**src/rtl/mig_burst_ctrl.sv**
```systemverilog
// mig_burst_ctrl
//   Converts one cache-line request into a MIG (DDR2) burst. A write sends one
//   address/command and BEATS write-data beats. A read sends one read command,
//   then collects BEATS returned beats, or stops early on a timeout.
//
// Ports
//   clk, rst_n           single clock; asynchronous active-low reset
//   req_*                cache request (valid/ready, we, addr, line data, byte mask)
//   rsp_*                one-cycle completion pulse, timeout flag, read line
//   app_af_*             MIG address/command FIFO (almost-full in, strobe/addr/cmd out)
//   app_wdf_*            MIG write-data FIFO (almost-full in, strobe/beat/mask out)
//   rd_data_valid,
//   rd_data_fifo_out     MIG read-return beats
module mig_burst_ctrl #(
  parameter int APPDATA_WIDTH = 128,
  parameter int BEATS         = 2,
  parameter int ADDR_WIDTH    = 31,
  parameter int TIMEOUT       = 64
) (
  input  logic                              clk,
  input  logic                              rst_n,
  input  logic                              req_valid,
  output logic                              req_ready,
  input  logic                              req_we,
  input  logic [ADDR_WIDTH-1:0]             req_addr,
  input  logic [BEATS*APPDATA_WIDTH-1:0]    req_wdata,
  input  logic [BEATS*APPDATA_WIDTH/8-1:0]  req_wmask,
  output logic                              rsp_valid,
  output logic                              rsp_err,
  output logic [BEATS*APPDATA_WIDTH-1:0]    rsp_rdata,
  input  logic                              app_af_afull,
  input  logic                              app_wdf_afull,
  output logic                              app_af_wren,
  output logic [ADDR_WIDTH-1:0]             app_af_addr,
  output logic [2:0]                        app_af_cmd,
  output logic                              app_wdf_wren,
  output logic [APPDATA_WIDTH-1:0]          app_wdf_data,
  output logic [APPDATA_WIDTH/8-1:0]        app_wdf_mask_data,
  input  logic                              rd_data_valid,
  input  logic [APPDATA_WIDTH-1:0]          rd_data_fifo_out
);

  localparam int MW = APPDATA_WIDTH / 8;
  localparam int BW = (BEATS > 1) ? $clog2(BEATS) : 1;
  localparam int TW = $clog2(TIMEOUT + 1);

  localparam logic [2:0]    CMD_WR    = 3'b000;
  localparam logic [2:0]    CMD_RD    = 3'b001;
  localparam logic [BW-1:0] LAST_BEAT = BW'(BEATS - 1);
  localparam logic [TW-1:0] TOUT_LAST = TW'(TIMEOUT - 1);

  typedef enum logic [2:0] {IDLE, WRITE, RD_CMD, RD_WAIT, RESP} state_t;

  state_t state, state_nxt;

  logic [ADDR_WIDTH-1:0]                addr_q;
  logic [BEATS-1:0][APPDATA_WIDTH-1:0]  wdata_q;
  logic [BEATS-1:0][MW-1:0]             wmask_q;
  logic [BEATS-1:0][APPDATA_WIDTH-1:0]  rdata_q;
  logic [BW-1:0]                        beat;
  logic [TW-1:0]                        tcnt;
  logic                                 err_q;

  logic w_fire, last, tout, tout_err;

  assign req_ready = (state == IDLE);
  assign rsp_rdata = rdata_q;

  always_ff @(posedge clk or negedge rst_n) begin
    if (!rst_n) state <= IDLE;
    else        state <= state_nxt;
  end

  always_comb begin
    state_nxt = state;
    last      = (beat == LAST_BEAT);
    tout      = (tcnt == TOUT_LAST);
    w_fire    = 1'b0;
    tout_err  = 1'b0;
    case (state)
      IDLE:    if (req_valid) state_nxt = req_we ? WRITE : RD_CMD;
      WRITE: begin
        // The command rides with beat 0, so only beat 0 waits for the address FIFO.
        w_fire = !app_wdf_afull && ((beat != '0) || !app_af_afull);
        if (w_fire && last) state_nxt = RESP;
      end
      RD_CMD:  if (!app_af_afull) state_nxt = RD_WAIT;
      RD_WAIT: begin
        // A final beat landing on the timeout edge completes cleanly.
        if (rd_data_valid && last) state_nxt = RESP;
        else if (tout) begin
          state_nxt = RESP;
          tout_err  = 1'b1;
        end
      end
      RESP:    state_nxt = IDLE;
      default: state_nxt = IDLE;
    endcase
  end

  always_ff @(posedge clk or negedge rst_n) begin
    if (!rst_n) begin
      addr_q            <= '0;
      wdata_q           <= '0;
      wmask_q           <= '0;
      rdata_q           <= '0;
      beat              <= '0;
      tcnt              <= '0;
      err_q             <= 1'b0;
      app_af_wren       <= 1'b0;
      app_af_addr       <= '0;
      app_af_cmd        <= '0;
      app_wdf_wren      <= 1'b0;
      app_wdf_data      <= '0;
      app_wdf_mask_data <= '0;
      rsp_valid         <= 1'b0;
      rsp_err           <= 1'b0;
    end else begin
      // Strobes are single-cycle: cleared every edge unless re-asserted below.
      app_af_wren  <= 1'b0;
      app_wdf_wren <= 1'b0;
      rsp_valid    <= 1'b0;
      rsp_err      <= 1'b0;
      case (state)
        IDLE: if (req_valid) begin
          addr_q  <= req_addr;
          wdata_q <= req_wdata;
          wmask_q <= req_wmask;
          beat    <= '0;
          tcnt    <= '0;
          err_q   <= 1'b0;
          if (!req_we) rdata_q <= '0;
        end
        WRITE: if (w_fire) begin
          app_wdf_wren      <= 1'b1;
          app_wdf_data      <= wdata_q[beat];
          app_wdf_mask_data <= wmask_q[beat];
          beat              <= beat + 1'b1;
          if (beat == '0) begin
            app_af_wren <= 1'b1;
            app_af_cmd  <= CMD_WR;
            app_af_addr <= addr_q;
          end
        end
        RD_CMD: if (!app_af_afull) begin
          app_af_wren <= 1'b1;
          app_af_cmd  <= CMD_RD;
          app_af_addr <= addr_q;
          tcnt        <= '0;
        end
        RD_WAIT: begin
          if (rd_data_valid) begin
            rdata_q[beat] <= rd_data_fifo_out;
            beat          <= beat + 1'b1;
            tcnt          <= '0;
          end else begin
            tcnt <= tcnt + 1'b1;
          end
          if (tout_err) err_q <= 1'b1;
        end
        RESP: begin
          rsp_valid <= 1'b1;
          rsp_err   <= err_q;
        end
        default: ;
      endcase
    end
  end

endmodule

```
**config.mk**
```make
export PLATFORM = sky130hd
export DESIGN_NAME = mig_burst_ctrl
export DESIGN_NICKNAME = d
export VERILOG_FILES = /design/src/rtl/mig_burst_ctrl.sv
export SDC_FILE = /design/constraint.sdc
export NUM_CORES = 1
export LEC_CHECK = 0
export CAP_MARGIN = 0
export CORE_AREA = 4 4 349 351
export CTS_CLUSTER_SIZE = 40
export DETAILED_ROUTE_END_ITERATION = 7
export DIE_AREA = 0 0 353 355
export PLACE_DENSITY_LB_ADDON = 0.08
export SLEW_MARGIN = 20
export SYNTH_ARGS = -nofsm -noshare
export SYNTH_HDL_FRONTEND = slang
export SYNTH_SLANG_ARGS = --single-unit
export TNS_END_PERCENT = 10
```
**constraint.sdc**
```tcl
create_clock -name clk -period 1.8 [get_ports clk]
set_input_delay 0.36 -clock clk [delete_from_list [all_inputs] [get_ports clk]]
set_output_delay 0.36 -clock clk [all_outputs]
set_load 0.01 [all_outputs]
```
# Word level (Yosys, flattened, before mapping)
# Cells that the tools add are included.
# Widths: inputs -> output; s select.
[op_classes]
n_addsub = 2
magnitude_cmp = 2
n_eq_ne = 14
mux = 48
n_reduce_logical = 20
[ops]
columns = ["op", "count"]
rows = [
  ["$mux 256", 3],
  ["$pmux 256 s2", 1],
  ["$mux 128", 3],
  ["$bwmux 256", 1],
  ["$demux 128 s1", 1],
  ["$mux 31", 3],
  ["$pmux 31 s2", 1],
  ["$mux 16", 2],
  ["$mux 3", 8],
  ["$mux 7", 3],
  ["$pmux 7 s3", 1],
  ["$ne 2x2->1 const B", 8],
  ["$reduce_and 4->1", 4],
  ["$mux 1", 15],
  ["$pmux 3 s4", 1],
  ["$add 7x1->7 const B", 1],
  ["$eq 7x6->1 const B", 1],
  ["$eq 3x2->1 const B", 2],
  ["$pmux 3 s2", 1],
  ["$reduce_and 3->1", 2],
  ["$reduce_bool 3->1", 2],
  ["$logic_and 1x1->1", 4],
  ["$pmux 1 s2", 2],
  ["$reduce_and 2->1", 2],
  ["other kinds (12)", 14],
]
[totals]
reg_bits = 769
in_bits = 454
out_inout_bits = 439
elab_cells = 105

# Logic depth before layout (Yosys ltp)
# Gate-level depths: netlist of run 1.
[logic_depth]
ltp_word = 7
ltp_mapped = 9
depth_no_buf = 5

# Worst setup path before layout of run 1
# No wires, ideal clock.
[synth_path]
kind = "reg-to-reg"
start = "reg state[2]"
end = "reg app_wdf_data[53]"
setup_ns = 0.132
t_arrival_ns = 1.628
t_required_ns = 1.668
path_slack_ns = 0.040
path_stages_with_launch = 9
n_path_buf = 5
period_less_slack_ns = 1.760
path_cell_list = "dfrtp_1 -> buf_2 -> or4_1 -> buf_2 -> buf_6 -> buf_6 -> buf_6 -> nand2_1 -> o21ai_1"
[synth_between]
elab_chain_len = 3
[synth_rtl]
columns = ["element", "line_no", "text"]
rows = [
  ["start: declaration", "54", "state_t state, state_nxt;"],
  ["start signal: assignment", "71", "else state <= state_nxt;"],
  ["$eq 3x1->1 (*)", "80, 124", ""],
  ["$mux 1", "80", "case (state)"],
  ["$reduce_and 2->1 (no line) (*)", "--", ""],
  ["end signal: assignment", "136", "app_wdf_data <= wdata_q[beat];"],
  ["end: declaration", "37", "output logic [APPDATA_WIDTH-1:0] app_wdf_data,"],
]
# Mark *: on every way between the ends. The rest lies on a longest branch, timed or not.
# A chain may end at the register's enable or synchronous reset.

# Worst setup path in the final report of run 1
[layout_path]
start = "reg state[1]"
end = "reg addr_q[5]"
[layout_between]
elab_chain_len = 2
[layout_rtl]
columns = ["element", "line_no", "text"]
rows = [
  ["$logic_not 3->1", "124", "case (state)"],
  ["$reduce_and 2->1 (no line)", "--", ""],
  ["end signal: assignment", "126", "addr_q <= req_addr;"],
  ["end: declaration", "56", "logic [ADDR_WIDTH-1:0] addr_q;"],
]
# Every way passes these cells.

==> results.yml, run 1 <==
status:
  status: "finished with violations"
  failed_checks: "negative setup slack"
timing:
  fin_crit_ns: 1.95
  final_hold_viol_count: 0
  skew_ns: 0.0202
  tightest_slew_ns: 0.594
  drv_slew: 0
  setup_viol: 616
  rsz0062_at_grt: "true"
  setup_slack_ns: -0.147
  max_freq_mhz: 514
  period_share_pct: 108
  slew_headroom_pct: 60.4
logic_synthesis:
  synth_cell_types: 41
  synth_edf_count: 0
  ys_ff_latch: 767
  syn_area_mm2: 0.0293
  synth-seq-area-share_pct: 65.4
  synth_ff_type: "dfrtp_1"
  syn_avg_cell_area_um2: 14.4
  synthCells: 2039
  async_flop_share_pct: 100
  yosysWarnings: 0
clock_tree:
  root_buffer: "clkbuf_16"
  clockBufferDepth: 3
  cts_inserted_buffers: 92
  clock-sinks: 767
  tritoncts: "yes"
  clkSlewWorstSetupHoldPaths_ns: 0.06
  insertion_delay_ns: 0.67
  h-tree-depth: 3
placement:
  gp_congestion: 0.815
  hpwl_um: 81500
  port_buffers: 890
  dp.cells: 4463
critical_path:
  crit_chain: "buf_4 -> nor3_4 -> buf_12 -> buf_12 -> mux2_2"
  crit_required_ns: 2.34
  cpMaxStageDelayCell: "dfrtp_2"
  criticalPathCategory: "reg2reg"
  r2r-start: "state[1]"
  cp.arrival_ns: 2.48
  crit_top_cell: "buf_12"
  endpoint_kind: "flop"
  cp-startpoint: "state[1]"
  crit_fanout: 36
  crit_family: "buffers and inverters"
  worstSetupStartpointType: "flop"
  cp.buffers_inverters: 3
  slowest_delay_ns: 0.42
finish:
  layout_commonest_cell: "dfrtp_1"
  final_util_pct: 37.2
  drive_gt1_share_pct: 22.9
  final_cell_mix: "764 x dfrtp_1, 452 x clkdlybuf4s50_1, 360 x dlygate4sd2_1, 350 x mux2_2, 257 x a22o_1"
  fin_cells: 4674
  nets: 3492
  syn2layout_area_growth_pct: 50.8
route:
  routedWlPerCell_um: 23.9
  vias: 21100
  postRouteAntennaNets: 0
  drc: 0
  dr.pass1.iters: 4
  wirelength_um: 112000
  drt_iter0_drc: 1062
  vias_per_cell: 4.51
run:
  maxCapViolCount: 0
floorplanning:
  dieWidth_um: 353
  core_area_mm2: 0.119
  die_h_um: 355
  rows: 127
  io_pins: 893
  die-area_mm2: 0.125
  initial_utilization_pct: 24.6
power_and_ir_drop:
  irDropWorstVdd_mv: 0.846
  p_per_area_mw_per_mm2: 1700
  p_leak_nw: 20.7
grt:
  antenna_found_initial: 41
  grt_overflow: 0
  grt_first_pass_wirelength_um: 159000
  grt_usage_pct: 16.8
  grt_max_degree: 106
  grt_pass1_vias: 22900
min_path:
  hp-class: "in2async"
-- sequential cells by signal, indices dropped and copies added (netlist names), 3 cells and up --
signal / count
addr_q: 31
app_af_addr: 31
app_wdf_data: 128
app_wdf_mask_data: 16
rsp_rdata: 256
state: 3
tcnt: 7
wdata_q: 256
wmask_q: 32
-- final cells by class --
type,count,area [um2]
Antenna cell,15,37.5
Sequential cell,767,19200
Timing Repair Buffer,1054,10500
Clock inverter,34,360
Inverter,5,18.8
Clock buffer,134,2750
Multi-Input combinational cell,1117,9460
Fill cell,11500,74800
Tap cell,1548,1940
-- cell usage after synthesis (3+ instances only) --
cell type  number  share of area (%)
o211ai_1        3              0.077
buf_2          76                1.3
buf_1          12               0.15
clkbuf_1       49               0.63
mux2_2        350                 13
o21ai_1        92                1.6
nand2b_1        4              0.085
a21oi_1         3              0.051
dfrtp_1       767                 65
nor2b_1         5               0.11
inv_1           5              0.064
nor2_1          8               0.10
nand3_1         3              0.051
nor3_1          9               0.15
nand2_1       150                1.9
mux2i_1       144                4.9
a22o_1        257                7.7
buf_6          12               0.46
o21ai_0        63                1.1
-- per-stage QoR --
| step | power, W | setup WS (ns) | TNS, ns | hold WS, ns | area [um2] |
|---|---|---|---|---|---|
| global route | 0.0797 | -0.210 | -83.75 | 0.123 | 44200 |
| CTS | 0.0755 | -0.168 | -47.07 | 0.0804 | 43700 |
| finish | 0.0750 | -0.147 | -42.17 | 0.139 | 44200 |
| floorplan | 0.0428 | 0.0397 | 0 | 0.0644 | 29300 |
| global placement | 0.0578 | -0.834 | -484.06 | 0.233 | 41000 |
| detailed placement | 0.0585 | -0.802 | -474.73 | 0.232 | 41000 |
-- layer usage --
layer,track usage [%],share of wire (%),up-vias
met3,6.69,8.5,189
met1,18.7,38,10700
met4,5.39,2.8,50
li1,-,-,9418
met2,29.5,50,685
met5,0,0.30,-
-- report_power, final --
part           internal [W]  switching, W  leakage, nW
Sequential           0.0247       0.00400         9.63
Clock                0.0112       0.00762         1.54
Combinational        0.0144        0.0130         9.52
Total                0.0503        0.0247         20.7
-- final timing paths --
kind                       depth (start not counted)               end  slack (ns)
max                                                5         addr_q[5]       -0.15
min                                                2       wdata_q[11]        0.14
max reg2reg                                        5         addr_q[5]       -0.15
min reg2reg                                        2  app_wdf_data[87]        0.47
max in group asynchronous                          3   app_wdf_data[9]        0.80
min in group clk                                   2        addr_q[20]        0.31
-- kinds of logic after synthesis --
logic type / share of synthesized area [%]
buf+inv: 2.65
compound gates: 10.8
xor+xnor: 0.0299
fa+ha+maj: 0.0426
simple gates: 2.68
mux: 18.4
flops: 65.4
other cells: 0.0128
-- repair_timing --
action | 4_1_cts | 5_1_grt
resized for setup | 540 | 74
hold buffers | 1 | 0
setup buffers | 4 | 10
pin swaps | 1 | 59
endpoints found under the hold margin | 386 | 0
cloned | 0 | 13
setup endpoints to repair | 1089 | 759
No activity file was read; power rests on OpenSTA's default activity.
==> inputs of run 2 (changes only) <==
--- a/config.mk
+++ b/config.mk
@@ -7,9 +7,11 @@
 export LEC_CHECK = 0
 export CAP_MARGIN = 0
 export CORE_AREA = 4 4 349 351
+export CTS_BUF_LIST = sky130_fd_sc_hd__clkbuf_8 sky130_fd_sc_hd__clkbuf_16
 export CTS_CLUSTER_SIZE = 40
 export DETAILED_ROUTE_END_ITERATION = 7
 export DIE_AREA = 0 0 353 355
+export DONT_BUFFER_PORTS = 1
 export PLACE_DENSITY_LB_ADDON = 0.08
 export SLEW_MARGIN = 20
 export SYNTH_ARGS = -nofsm -noshare
==> results.yml, run 2 (same netlist as run 1, synthesis figures left out) <==
status:
  status: "finished with violations"
  failed_checks: "negative hold slack, negative setup slack"
power_and_ir_drop:
  irDropWorstVdd_mv: 0.831
  p_per_area_mw_per_mm2: 1770
  finalPower_w: 0.0717
  p_leak_nw: 18.2
finish:
  nets: 3004
  drive_gt1_share_pct: 23.8
  layout_commonest_cell: "dfrtp_1"
  multiInputGateArea_mm2: 0.00970
  seqCellArea_mm2: 0.0192
  syn2layout_area_growth_pct: 38.1
  final_cell_mix: "765 x dfrtp_1, 451 x dlygate4sd3_1, 284 x mux2_2, 257 x a22o_1, 149 x nand2_1"
  n_fill_cell: 11700
critical_path:
  endpoint_kind: "flop"
  r2r_end: "wdata_q[156]"
  rr_worst_depth: 6
  crit_required_ns: 2.31
  worstSetupStartpointType: "flop"
  criticalPathCategory: "reg2reg"
  cp.arrival_ns: 2.39
  crit_fanout: 24
  r2r_slack_ns: -0.07
  r2r-start: "state[0]"
placement:
  hpwl_um: 69300
  dp_slack_ns: -0.117
  gp_congestion: 0.793
  port_buffers: 0
floorplanning:
  initial_utilization_pct: 24.6
  rows: 127
  core_area_mm2: 0.119
  die_h_um: 355
  io_pins: 893
  die-area_mm2: 0.125
  dieWidth_um: 353
timing:
  drv_slew: 0
  max_freq_mhz: 534
  period_share_pct: 104
  timing.hold.ws_ns: -0.608
  final_hold_viol_count: 199
  rsz0062_at_grt: "true"
  setup_slack_ns: -0.0719
  tightest_slew_ns: 0.913
  skew_ns: 0.0275
  slew_headroom_pct: 39.1
  fin_crit_ns: 1.87
  setup_viol: 426
clock_tree:
  ctsHoldBuffers: 451
  clock-sinks: 767
  tritoncts: "yes"
  clkSlewWorstSetupHoldPaths_ns: 0.06
  insertion_delay_ns: 0.66
  clockBufferDepth: 3
  cts_inserted_buffers: 93
  h-tree-depth: 3
  root_buffer: "clkbuf_16"
min_path:
  hp-class: "in2async"
route:
  vias_per_cell: 4.57
  dr.pass1.iters: 5
  drc: 0
  routedWlPerCell_um: 24.6
  drt_iter0_drc: 1052
  vias: 19200
  wirelength_um: 103000
  postRouteAntennaNets: 0
run:
  maxCapViolCount: 0
grt:
  grt_overflow: 0
  grt_usage_pct: 15.5
  grt_pass1_vias: 20400
  antenna_found_initial: 30
  grt_first_pass_wirelength_um: 146000
  grt_max_degree: 768
==> run 2: layer usage <==
layer / share of wire [%] / track usage [%] / vias to the layer above / wire length [um]
met1: 36 / 17.0 / 9780 / 37600
met4: 3.0 / 5.28 / 16 / 3070
met2: 50 / 27.1 / 753 / 52000
met3: 10 / 6.58 / 169 / 10300
li1: - / - / 8444 / -
met5: 0.10 / 0 / - / 103
==> run 2: area by class of cell <==
cell class / instances / share of cell area, %
clock inverters: 57 / 1.31
repair buffers: 565 / 15.8
diodes: 21 / 0.130
well taps: 1548 / 4.78
multi-input cells: 1117 / 24.0
flip-flops and latches: 767 / 47.4
inverters: 5 / 0.0463
clock buffers: 115 / 6.52
==> run 2: worst max-delay path by stage <==
stage / slack (ns) / endpoint / cells past startpoint / start
after floorplan: 0.04 / app_wdf_data[53] / 8 / state[2]
final: -0.07 / wdata_q[156] / 6 / state[0]
after global routing: -0.16 / req_ready / 3 / state[2]
after detailed placement: -0.12 / rsp_rdata[54] / 5 / state[0]
after CTS: -0.16 / req_ready / 3 / state[1]
after global placement: -0.15 / rsp_rdata[71] / 5 / state[0]
==> run 2: per-stage QoR <==
step,area [um2],util [%],TNS (ns),instances
after floorplan,29300,-,0,2040
after global routing,40500,34.0,-66.71,4192
after detailed placement,31700,26.6,-33.09,3518
final,40500,34.0,-13.05,4195
after CTS,39800,33.4,-22.96,4157
after global placement,31700,26.6,-43.92,3518
==> run 2: critical path: stages, from the launching register on <==
cell      delay, ns
dfrtp_1        0.38
nand2b_4       0.18
nor3_4         0.23
buf_12         0.18
buf_16         0.17
buf_12         0.20
mux2_2         0.35
==> run 2: power by group <==
part           internal [W]  leakage (nW)  switching, W
Combinational        0.0115          6.86       0.00857
Sequential           0.0247          9.63       0.00774
Clock                0.0115          1.66       0.00761
Total                0.0477          18.2        0.0239
==> run 2: what timing repair did <==
item                                     CTS  global route
endpoints found under the setup margin   673          1014
setup buffers                             10             4
resized for setup                         35            99
pin swaps                                  5            50
hold endpoints to repair                1347           199
gates cloned                               6             8
